[src/rtl/i2c_slave_core.sv]
// i2c_slave_core
//
// I2C target front end for the register file. It conditions the raw bus lines,
// recovers START/STOP/bit events, matches the 7-bit target address, keeps an
// auto-incrementing register pointer, hands each received write byte to the
// register-update stage, and serialises read bytes taken from a combinational
// register-file read port.
//
// Ports:
//   i_sys_clk    system clock, at least 20x the SCL frequency
//   i_rst        asynchronous active-high reset
//   i_scl        bus SCL (asynchronous)
//   i_sda        bus SDA input (asynchronous)
//   o_sda_oe     1 = pull SDA low, 0 = release
//   o_pointer    current register pointer
//   o_wr_data    last received write byte
//   o_wr_valid   one-cycle strobe, o_pointer/o_wr_data valid this cycle
//   i_rd_data    register contents at o_pointer
//   o_rd_strobe  one-cycle strobe when i_rd_data is captured for transmit
//   o_busy       high from a matched address ACK until STOP
module i2c_slave_core #(
    parameter logic [6:0]  SLAVE_ADDR = 7'h50,
    parameter int unsigned FILTER_LEN = 3
) (
    input  logic       i_sys_clk,
    input  logic       i_rst,
    input  logic       i_scl,
    input  logic       i_sda,
    output logic       o_sda_oe,
    output logic [7:0] o_pointer,
    output logic [7:0] o_wr_data,
    output logic       o_wr_valid,
    input  logic [7:0] i_rd_data,
    output logic       o_rd_strobe,
    output logic       o_busy
);

    typedef enum logic [3:0] {
        IDLE,
        ADDR,
        ADDR_ACK,
        PTR,
        PTR_ACK,
        WR_DATA,
        WR_ACK,
        RD_DATA,
        RD_ACK,
        WAIT_STOP
    } state_e;

    localparam logic [2:0] CNT_LAST = 3'(FILTER_LEN - 1);

    // Line index 0 carries SCL, index 1 carries SDA.
    logic [1:0]      sync1_q;
    logic [1:0]      sync2_q;
    logic [1:0]      filt_q;
    logic [1:0]      filtPrev_q;
    logic [1:0][2:0] cnt_q;

    state_e     state_q,    state_d;
    logic [2:0] bitCnt_q,   bitCnt_d;
    logic [7:0] shift_q,    shift_d;
    logic [7:0] pointer_q,  pointer_d;
    logic [7:0] wrData_q,   wrData_d;
    logic       wrValid_q,  wrValid_d;
    logic       rdStrobe_q, rdStrobe_d;
    logic       sdaOe_q,    sdaOe_d;
    logic       busy_q,     busy_d;
    logic       rw_q,       rw_d;
    logic       ackSeen_q,  ackSeen_d;

    logic sclRise;
    logic sclFall;
    logic sclHigh;
    logic startEv;
    logic stopEv;
    logic sdaIn;
    logic doLoad;

    // Two-flop synchronizer followed by a stability filter per line. A filtered
    // line only flips after FILTER_LEN consecutive synchronized samples that
    // disagree with it, so shorter glitches never reach the event logic.
    always_ff @(posedge i_sys_clk or posedge i_rst) begin
        if (i_rst) begin
            sync1_q    <= 2'b11;
            sync2_q    <= 2'b11;
            filt_q     <= 2'b11;
            filtPrev_q <= 2'b11;
            cnt_q      <= '0;
        end else begin
            sync1_q    <= {i_sda, i_scl};
            sync2_q    <= sync1_q;
            filtPrev_q <= filt_q;
            for (int i = 0; i < 2; i++) begin
                if (sync2_q[i] == filt_q[i]) begin
                    cnt_q[i] <= '0;
                end else if (cnt_q[i] == CNT_LAST) begin
                    filt_q[i] <= sync2_q[i];
                    cnt_q[i]  <= '0;
                end else begin
                    cnt_q[i] <= cnt_q[i] + 3'd1;
                end
            end
        end
    end

    // Bus events come from comparing the filtered lines with their previous
    // value; SDA may only count as START/STOP while SCL is steadily high.
    always_comb begin
        sclRise = filt_q[0] & ~filtPrev_q[0];
        sclFall = ~filt_q[0] & filtPrev_q[0];
        sclHigh = filt_q[0] & filtPrev_q[0];
        startEv = sclHigh & filtPrev_q[1] & ~filt_q[1];
        stopEv  = sclHigh & ~filtPrev_q[1] & filt_q[1];
        sdaIn   = filt_q[1];
    end

    // Protocol state register; reset releases SDA immediately.
    always_ff @(posedge i_sys_clk or posedge i_rst) begin
        if (i_rst) begin
            state_q    <= IDLE;
            bitCnt_q   <= '0;
            shift_q    <= '0;
            pointer_q  <= '0;
            wrData_q   <= '0;
            wrValid_q  <= 1'b0;
            rdStrobe_q <= 1'b0;
            sdaOe_q    <= 1'b0;
            busy_q     <= 1'b0;
            rw_q       <= 1'b0;
            ackSeen_q  <= 1'b0;
        end else begin
            state_q    <= state_d;
            bitCnt_q   <= bitCnt_d;
            shift_q    <= shift_d;
            pointer_q  <= pointer_d;
            wrData_q   <= wrData_d;
            wrValid_q  <= wrValid_d;
            rdStrobe_q <= rdStrobe_d;
            sdaOe_q    <= sdaOe_d;
            busy_q     <= busy_d;
            rw_q       <= rw_d;
            ackSeen_q  <= ackSeen_d;
        end
    end

    // Next-state logic. STOP and START override everything else. In the ACK
    // states o_sda_oe doubles as the phase marker: the first SCL fall starts
    // driving the ACK, the second one ends the slot.
    always_comb begin
        state_d    = state_q;
        bitCnt_d   = bitCnt_q;
        shift_d    = shift_q;
        pointer_d  = pointer_q;
        wrData_d   = wrData_q;
        wrValid_d  = 1'b0;
        rdStrobe_d = 1'b0;
        sdaOe_d    = sdaOe_q;
        busy_d     = busy_q;
        rw_d       = rw_q;
        ackSeen_d  = ackSeen_q;
        doLoad     = 1'b0;

        // The pointer advances the cycle after either strobe so the strobe
        // cycle still shows the address the byte belongs to.
        if (wrValid_q || rdStrobe_q) begin
            pointer_d = pointer_q + 8'd1;
        end

        if (stopEv) begin
            state_d = IDLE;
            sdaOe_d = 1'b0;
            busy_d  = 1'b0;
        end else if (startEv) begin
            state_d  = ADDR;
            bitCnt_d = '0;
            sdaOe_d  = 1'b0;
        end else begin
            case (state_q)
                ADDR: begin
                    if (sclRise) begin
                        shift_d  = {shift_q[6:0], sdaIn};
                        bitCnt_d = bitCnt_q + 3'd1;
                        if (bitCnt_q == 3'd7) begin
                            if (shift_q[6:0] == SLAVE_ADDR) begin
                                state_d = ADDR_ACK;
                                rw_d    = sdaIn;
                                busy_d  = 1'b1;
                            end else begin
                                state_d = WAIT_STOP;
                            end
                        end
                    end
                end
                ADDR_ACK: begin
                    if (sclFall) begin
                        if (!sdaOe_q) begin
                            sdaOe_d = 1'b1;
                        end else if (rw_q) begin
                            doLoad = 1'b1;
                        end else begin
                            sdaOe_d  = 1'b0;
                            state_d  = PTR;
                            bitCnt_d = '0;
                        end
                    end
                end
                PTR: begin
                    if (sclRise) begin
                        shift_d  = {shift_q[6:0], sdaIn};
                        bitCnt_d = bitCnt_q + 3'd1;
                        if (bitCnt_q == 3'd7) begin
                            pointer_d = {shift_q[6:0], sdaIn};
                            state_d   = PTR_ACK;
                        end
                    end
                end
                PTR_ACK: begin
                    if (sclFall) begin
                        if (!sdaOe_q) begin
                            sdaOe_d = 1'b1;
                        end else begin
                            sdaOe_d  = 1'b0;
                            state_d  = WR_DATA;
                            bitCnt_d = '0;
                        end
                    end
                end
                WR_DATA: begin
                    if (sclRise) begin
                        shift_d  = {shift_q[6:0], sdaIn};
                        bitCnt_d = bitCnt_q + 3'd1;
                        if (bitCnt_q == 3'd7) begin
                            state_d = WR_ACK;
                        end
                    end
                end
                WR_ACK: begin
                    // The byte is only committed once the ACK slot begins, so
                    // a STOP right after the 8th bit discards it.
                    if (sclFall) begin
                        if (!sdaOe_q) begin
                            sdaOe_d   = 1'b1;
                            wrData_d  = shift_q;
                            wrValid_d = 1'b1;
                        end else begin
                            sdaOe_d  = 1'b0;
                            state_d  = WR_DATA;
                            bitCnt_d = '0;
                        end
                    end
                end
                RD_DATA: begin
                    if (sclFall) begin
                        if (bitCnt_q == 3'd7) begin
                            sdaOe_d   = 1'b0;
                            state_d   = RD_ACK;
                            ackSeen_d = 1'b0;
                        end else begin
                            shift_d  = {shift_q[6:0], 1'b0};
                            sdaOe_d  = ~shift_q[6];
                            bitCnt_d = bitCnt_q + 3'd1;
                        end
                    end
                end
                RD_ACK: begin
                    if (sclRise) begin
                        if (sdaIn) begin
                            state_d = WAIT_STOP;
                        end else begin
                            ackSeen_d = 1'b1;
                        end
                    end else if (sclFall && ackSeen_q) begin
                        doLoad = 1'b1;
                    end
                end
                default: begin
                end
            endcase
        end

        // Start of a read byte: capture the register and drive its MSB.
        if (doLoad) begin
            shift_d    = i_rd_data;
            rdStrobe_d = 1'b1;
            sdaOe_d    = ~i_rd_data[7];
            bitCnt_d   = '0;
            state_d    = RD_DATA;
        end
    end

    assign o_sda_oe    = sdaOe_q;
    assign o_pointer   = pointer_q;
    assign o_wr_data   = wrData_q;
    assign o_wr_valid  = wrValid_q;
    assign o_rd_strobe = rdStrobe_q;
    assign o_busy      = busy_q;

endmodule
[config.mk]
export PLATFORM = sky130hd
export DESIGN_NAME = i2c_slave_core
export DESIGN_NICKNAME = d
export VERILOG_FILES = /design/src/rtl/i2c_slave_core.sv
export SDC_FILE = /design/constraint.sdc
export NUM_CORES = 1
export LEC_CHECK = 0
export ABC_CLOCK_PERIOD_IN_PS = 2380
export BUFFER_PORTS_ARGS = -buffer_cell sky130_fd_sc_hd__buf_4
export CAP_MARGIN = 5
export CORE_MARGIN = 2
export CORE_UTILIZATION = 48
export CTS_CLUSTER_SIZE = 16
export DETAILED_ROUTE_END_ITERATION = 12
export GPL_ROUTABILITY_DRIVEN = 0
export PLACE_DENSITY_LB_ADDON = 0.05
export SYNTH_ARGS = -nofsm -noshare
export SYNTH_HDL_FRONTEND = slang
export SYNTH_SLANG_ARGS = --single-unit
[constraint.sdc]
create_clock -name i_sys_clk -period 2.38 [get_ports i_sys_clk]
set_input_delay 0.476 -clock i_sys_clk [delete_from_list [all_inputs] [get_ports i_sys_clk]]
set_output_delay 0.476 -clock i_sys_clk [all_outputs]
set_load 0.05 [all_outputs]
# ---- Word level (Yosys, flattened, before mapping)
# Index checks and enable logic that the tools add are counted.
dict set report classes {
  addsub 4
  multipliers 0
  n_div 0
  magnitude_cmp 0
  eq_ne 47
  shift 0
  n_mux 83
  n_bitwise 18
  reduce_logical 23
}
# op n
set ops {}
lappend ops {{$mux 8} 12}
lappend ops {{$mux 4} 19}
lappend ops {{$ne 5x5->1 const B} 13}
lappend ops {{$mux 3} 15}
lappend ops {{$mux 1} 31}
lappend ops {{$pmux 4 s7} 1}
lappend ops {{$ne 4x4->1 const B} 5}
lappend ops {{$eq 4x3->1 const B} 4}
lappend ops {{$pmux 8 s2} 1}
lappend ops {{$reduce_and 16->1} 1}
lappend ops {{$ne 4x1->1 const B} 3}
lappend ops {{$pmux 3 s4} 1}
lappend ops {{$reduce_and 6->1} 2}
lappend ops {{$reduce_bool 6->1} 2}
lappend ops {{$not 1->1} 11}
lappend ops {{$ne 5x1->1 const B} 2}
lappend ops {{$reduce_and 10->1} 1}
lappend ops {{$reduce_and 5->1} 2}
lappend ops {{$reduce_bool 10->1} 1}
lappend ops {{$reduce_bool 2->1} 5}
lappend ops {{$add 3x1->3 const B} 3}
lappend ops {{$add 8x1->8 const B} 1}
lappend ops {{$eq 4x2->1 const B} 2}
lappend ops {{$ne 2x2->1 const B} 4}
lappend ops {{20 further kinds} 33}
dict set report totals {
  register_bits 51
  latchBits 0
  ramBits 0
  mem_bits_ro 0
  inputBits 12
  output_inout_bits 20
  word_cells 193
  n_memories 0
}

# ---- Logic depth before layout (Yosys ltp)
dict set report depth {
  word_depth 10
  depth_mapped 8
  ltp_nobuf 7
}

# ---- Worst setup path before layout
# Ideal clock, no wire load.
dict set report synth_timing {
  path_type {reg2reg}
  startpoint {register filt_q[0]}
  endpoint {register state_q[2]}
  setup_ns 0.126
  arrival_time_ns 1.964
  t_required_ns 2.254
  setup_slack_ns 0.290
  path_stages_with_launch 8
  n_path_buf 1
  synth_period_minus_slack_ns 2.090
  cell_sequence {dfstp_2 -> clkbuf_1 -> nor2b_1 -> a221oi_1 -> o22a_1 -> a2111oi_4 -> nand2_2 -> a311o_1}
}
dict set report synth_between {
  elab_chain_cells 10
  elab_cells_between_ends 35
  cone_classes {eq/ne (15); mux (9); bitwise (8); reduce/logical (3)}
}
# element line
set synth_rtl {}
lappend synth_rtl {{start: declaration} 56} ;# logic [1:0] filt_q;
lappend synth_rtl {{start signal: indexed assignment} 98} ;# filt_q[i] <= sync2_q[i];
lappend synth_rtl {{$not 1->1} 111} ;# sclFall = ~filt_q[0] & filtPrev_q[0];
lappend synth_rtl {{$and 1x1->1} 111}
lappend synth_rtl {{$logic_and 1x1->1} 273} ;# end else if (sclFall && ackSeen_q) begin
lappend synth_rtl {{$mux 1} 273}
lappend synth_rtl {{$mux 1} 267} ;# if (sclRise) begin
lappend synth_rtl {{$pmux 1 s2} 179} ;# case (state_q)
lappend synth_rtl {{$mux 1} 174} ;# end else if (startEv) begin
lappend synth_rtl {{$mux 1} 170} ;# if (stopEv) begin
lappend synth_rtl {{$ne 5x5->1 (no source line), or another cell as far along} n/a}
lappend synth_rtl {{$reduce_and 16->1 (no source line)} n/a}
lappend synth_rtl {{end signal: assignment} 133} ;# state_q <= state_d;
lappend synth_rtl {{end: declaration} 60} ;# state_e state_q, state_d;
# Several ways; a longest one is shown, not always the timed one.
# A chain may end at the register's enable or synchronous reset.

# ---- Worst setup path after layout
dict set report layout_timing {
  startpoint {register state_q[2]}
  endpoint {register state_q[2]}
}
dict set report layout_between {
  elab_chain_cells 6
  elab_cells_between_ends 33
  cone_classes {eq/ne (23); mux (7); reduce/logical (3)}
}
# element line
set layout_rtl {}
lappend layout_rtl {{$eq 4x4->1, or another cell as far along} 179}
lappend layout_rtl {{$pmux 1 s2 / $reduce_or 2->1 (equally long branches)} n/a}
lappend layout_rtl {{$mux 1 / $pmux 4 s7 (equally long branches)} {174, 179}}
lappend layout_rtl {{$mux 1 / $mux 4 (equally long branches)} {170, 174}}
lappend layout_rtl {{$ne 5x5->1 (no source line), or another cell as far along} n/a}
lappend layout_rtl {{$reduce_and 16->1 (no source line) / $mux 4 (equally long branches)} n/a}
# Several ways; a longest one is shown, not always the timed one.

==> metrics.md <==
| Metric | Value |
|---|---|
| Final setup viols | 0 |
| Slowest-stage cell, CP | dfrtp_1 |
| Crit end category | register |
| Worst Setup Slack, final | 200 ps |
| Routed len/inst | 14.8 um |
| Die area | 6030 um2 |
| Vias in the first global route | 1809 |
| Gates resized, CTS repair | 0 |
| Setup TNS | 0 ps |
| DRT Wirelength | 5240 um |
| Worst EP required | 2570 ps |
| Worst Setup Start Kind | register |
| Worst r2r dst | state_q[2] |
| Largest buffer count on any clock path | 2 |
| Hold Crit Class | input port to asynchronous set/reset pin |
| Post-synthesis average cell area | 10.8 um2 |
| CP Cell Sequence | or2_4 -> or2_4 -> o22a_1 -> a2111oi_4 -> nand2_2 -> a311o_1 |
| Clk sink count | 51 |
| Crit path max fanout | 11 |
| First-pass GRT wire length | 8930 um |
| Most frequent cells in the layout | 43 x dfrtp_1, 42 x buf_4, 20 x nor2_1 |
| Status | complete, no violations |
| Worst Path Buf+Inv | 0 |
| Largest net degree at the start of global routing | 52 |
| Fin crit share | 91.6% |
| RSZ-0062 raised after global routing | no |
| Static leakage | 1.35 nW |
| Die Ht | 77.7 um |
| Final Hold Violating Endpoints | 0 |
| Cell area after placement | 3000 um2 |
| Met2 usage | 30.3% |
| CP peak stage delay | 500 ps |
| Slew Viols, Final | 0 |
| Clock Skews | 8.24 ps |
| Antenna cell count | 0 |
| Post-synth EDFFs | 0 |
| Logic pwr share | 40.2% |
| All-Layer GR Usage | 18.8% |
| Post-CTS setup buffers | 0 |
| Syn Inst Count | 242 |
| Post-Layout Inst Area | 3100 um2 |
| DRC | 0 |
| Switch Pwr | 1.27 mW |
| Most common cell after layout, fill and taps aside | dfrtp_1 |
| Layout cell share with drive strength beyond 1 | 26.5% |
| Final nets | 297 |
| Least-Margin Pin Slew | 631 ps |
| Critical path arrival | 2370 ps |
| Maximum vdd drop | 0.579 mV |
| Top_reg_cell synth | dfrtp_1 |
| TritonCTS clock tree | yes |
| Number of DRC markers in iteration 0 | 90 |
| Reg2Reg Depth | 6 |
| R2R setup slack | 200 ps |
| GR peak layer | met2 |
| Fmax achieved | 459 MHz |
| Net Count, Synth | 257 |
| Port Buf Inserts | 31 |
| Grt met3 use | 4.30% |
| RR Startpoint | state_q[2] |
| Hold Buf Count CTS | 0 |
| Area grow syn2layout | 18.9% |
| H-Tree Depth | 2 |
| Sw frac | 39.6% |
| Seq cells post-synth | 51 |
| Clock share of power | 16.2% |
| CTS clk-pin slew, worst paths | 90 ps |
| Row count | 26 |
| CP most frequent cell | or2_4 |
| Vias per cell | 5.38 |
| Boundary Pins | 32 |
| Asr flop ratio synth | 100% |
| Core footprint | 5170 um2 |
| CP delay by family, top | compound AO/OA/AOI/OAI gates |
| Final HPWL DP | 3780 um |
| Met1 usage | 25.5% |
| Vias post-DR | 1898 |
| Min Tclk post-route | 2180 ps |
| Initial antenna violation count | 0 |
| Post-route antenna net violation count | 0 |
| Initial core utilization | 50.4% |
| Pwr per Cell Area | 1040 nW/um2 |
| Setup WS pre-CTS | 211 ps |
| Die Wd | 77.7 um |
| Max_slew headroom | 57.3% |
| Distinct cells, synth | 55 |
| Max cap viols | 0 |
| Total gr overflow | 0 |
| Sequential fraction of the synthesis area | 49.4% |
| Internal | 1.94 mW |
| CTS buffer count | 5 |
| Crit Path Category | register to register |
| Iteration count of the initial detailed-routing pass | 4 |
| Synth Warn # | 0 |
| Mapped cell area | 2600 um2 |
| Clk root buf | clkbuf_8 |
| Clock latency at the later pin of the worst-skew pair | 300 ps |
| Seq pwr share | 43.7% |
## power groups by stage
| stage | Clock (mW) | Sequential (mW) | Combinational (mW) |
|---|---|---|---|
| after floorplan | 0 | 1.39 | 0.929 |
| after global routing | 0.572 | 1.44 | 1.42 |
| after global placement | 0 | 1.42 | 1.29 |
| after detailed placement | 0 | 1.42 | 1.29 |
| after CTS | 0.540 | 1.40 | 1.30 |
| final | 0.520 | 1.40 | 1.29 |
## sequential cells by signal, indices dropped and copies added, names as in the netlist, 2 cells and up
register and cells:
o_pointer 8, o_wr_data 8, shift_q 8, cnt_q 6, state_q 4, bitCnt_q 3
filtPrev_q 2, filt_q 2, sync1_q 2, sync2_q 2
## cells by family (layout without fill, tap and decap cells)
| group | after synthesis | after routing | synth area share [%] |
|---|---|---|---|
| AOI/OAI and AO/OA | 54 | 54 | 15.6 |
| xor gates and xnor gates | 12 | 12 | 4.03 |
| adders and majority gates | 3 | 3 | 1.44 |
| buffers and inverters | 18 | 59 | 3.27 |
| DFF | 51 | 51 | 49.4 |
| muxes | 20 | 20 | 8.26 |
| and+or+nand+nor | 84 | 84 | 18.0 |
## worst register-to-register path, delay by kind of cell (launching register included)
family | cells | cell delay (ps)
AOI/OAI and AO/OA | 3 | 950
DFF | 1 | 500
and+or+nand+nor | 3 | 620
## cell usage after synthesis, types with 5 or more instances
master / number / area [um2]
nor2_1: 20 / 75.1
mux2_1: 8 / 90.1
o21ai_1: 8 / 40.0
a21oi_1: 18 / 90.1
nand2b_1: 8 / 50.1
inv_1: 6 / 22.5
buf_2: 5 / 25.0
nand3_1: 9 / 45.0
dfrtp_1: 43 / 1080
xor2_1: 8 / 70.1
dfstp_2: 8 / 210
mux2i_1: 8 / 80.1
nor2b_1: 8 / 50.1
nand2_1: 14 / 52.6
## cell type report
class	count	area, um2
clock buffer	7	86.3
clock inverter	1	8.76
fill	428	2080
inverter	7	26.3
multi-input combinational	173	1250
sequential	51	1290
tap	70	87.6
timing repair buffer	44	355
## metal layers
layer  up-vias  part of all wire (%)
li1        939                     -
met1       912                    48
met2        40                    48
met3         7                   3.7
met4         0                   1.1
met5         -                     0
## worst max-delay path by stage
stage | from | endpoint | slack [ps] | depth (start not counted)
floorplan | filt_q[0] | state_q[2] | 290 | 7
global placement | state_q[2] | state_q[2] | 230 | 6
detailed placement | state_q[2] | state_q[2] | 210 | 6
CTS | state_q[2] | state_q[0] | 200 | 6
global route | state_q[2] | state_q[0] | 90 | 6
finish | state_q[2] | state_q[2] | 200 | 6
## stage by stage
step	power, mW	cells	utilization, %	hold WS [ps]
floorplan	2.32	242	-	345
global placement	2.70	345	58.0	347
detailed placement	2.71	345	58.0	348
CTS	3.24	353	59.9	219
global route	3.43	353	59.9	225
finish	3.21	353	59.9	215
(Power assumes the default switching activity.)
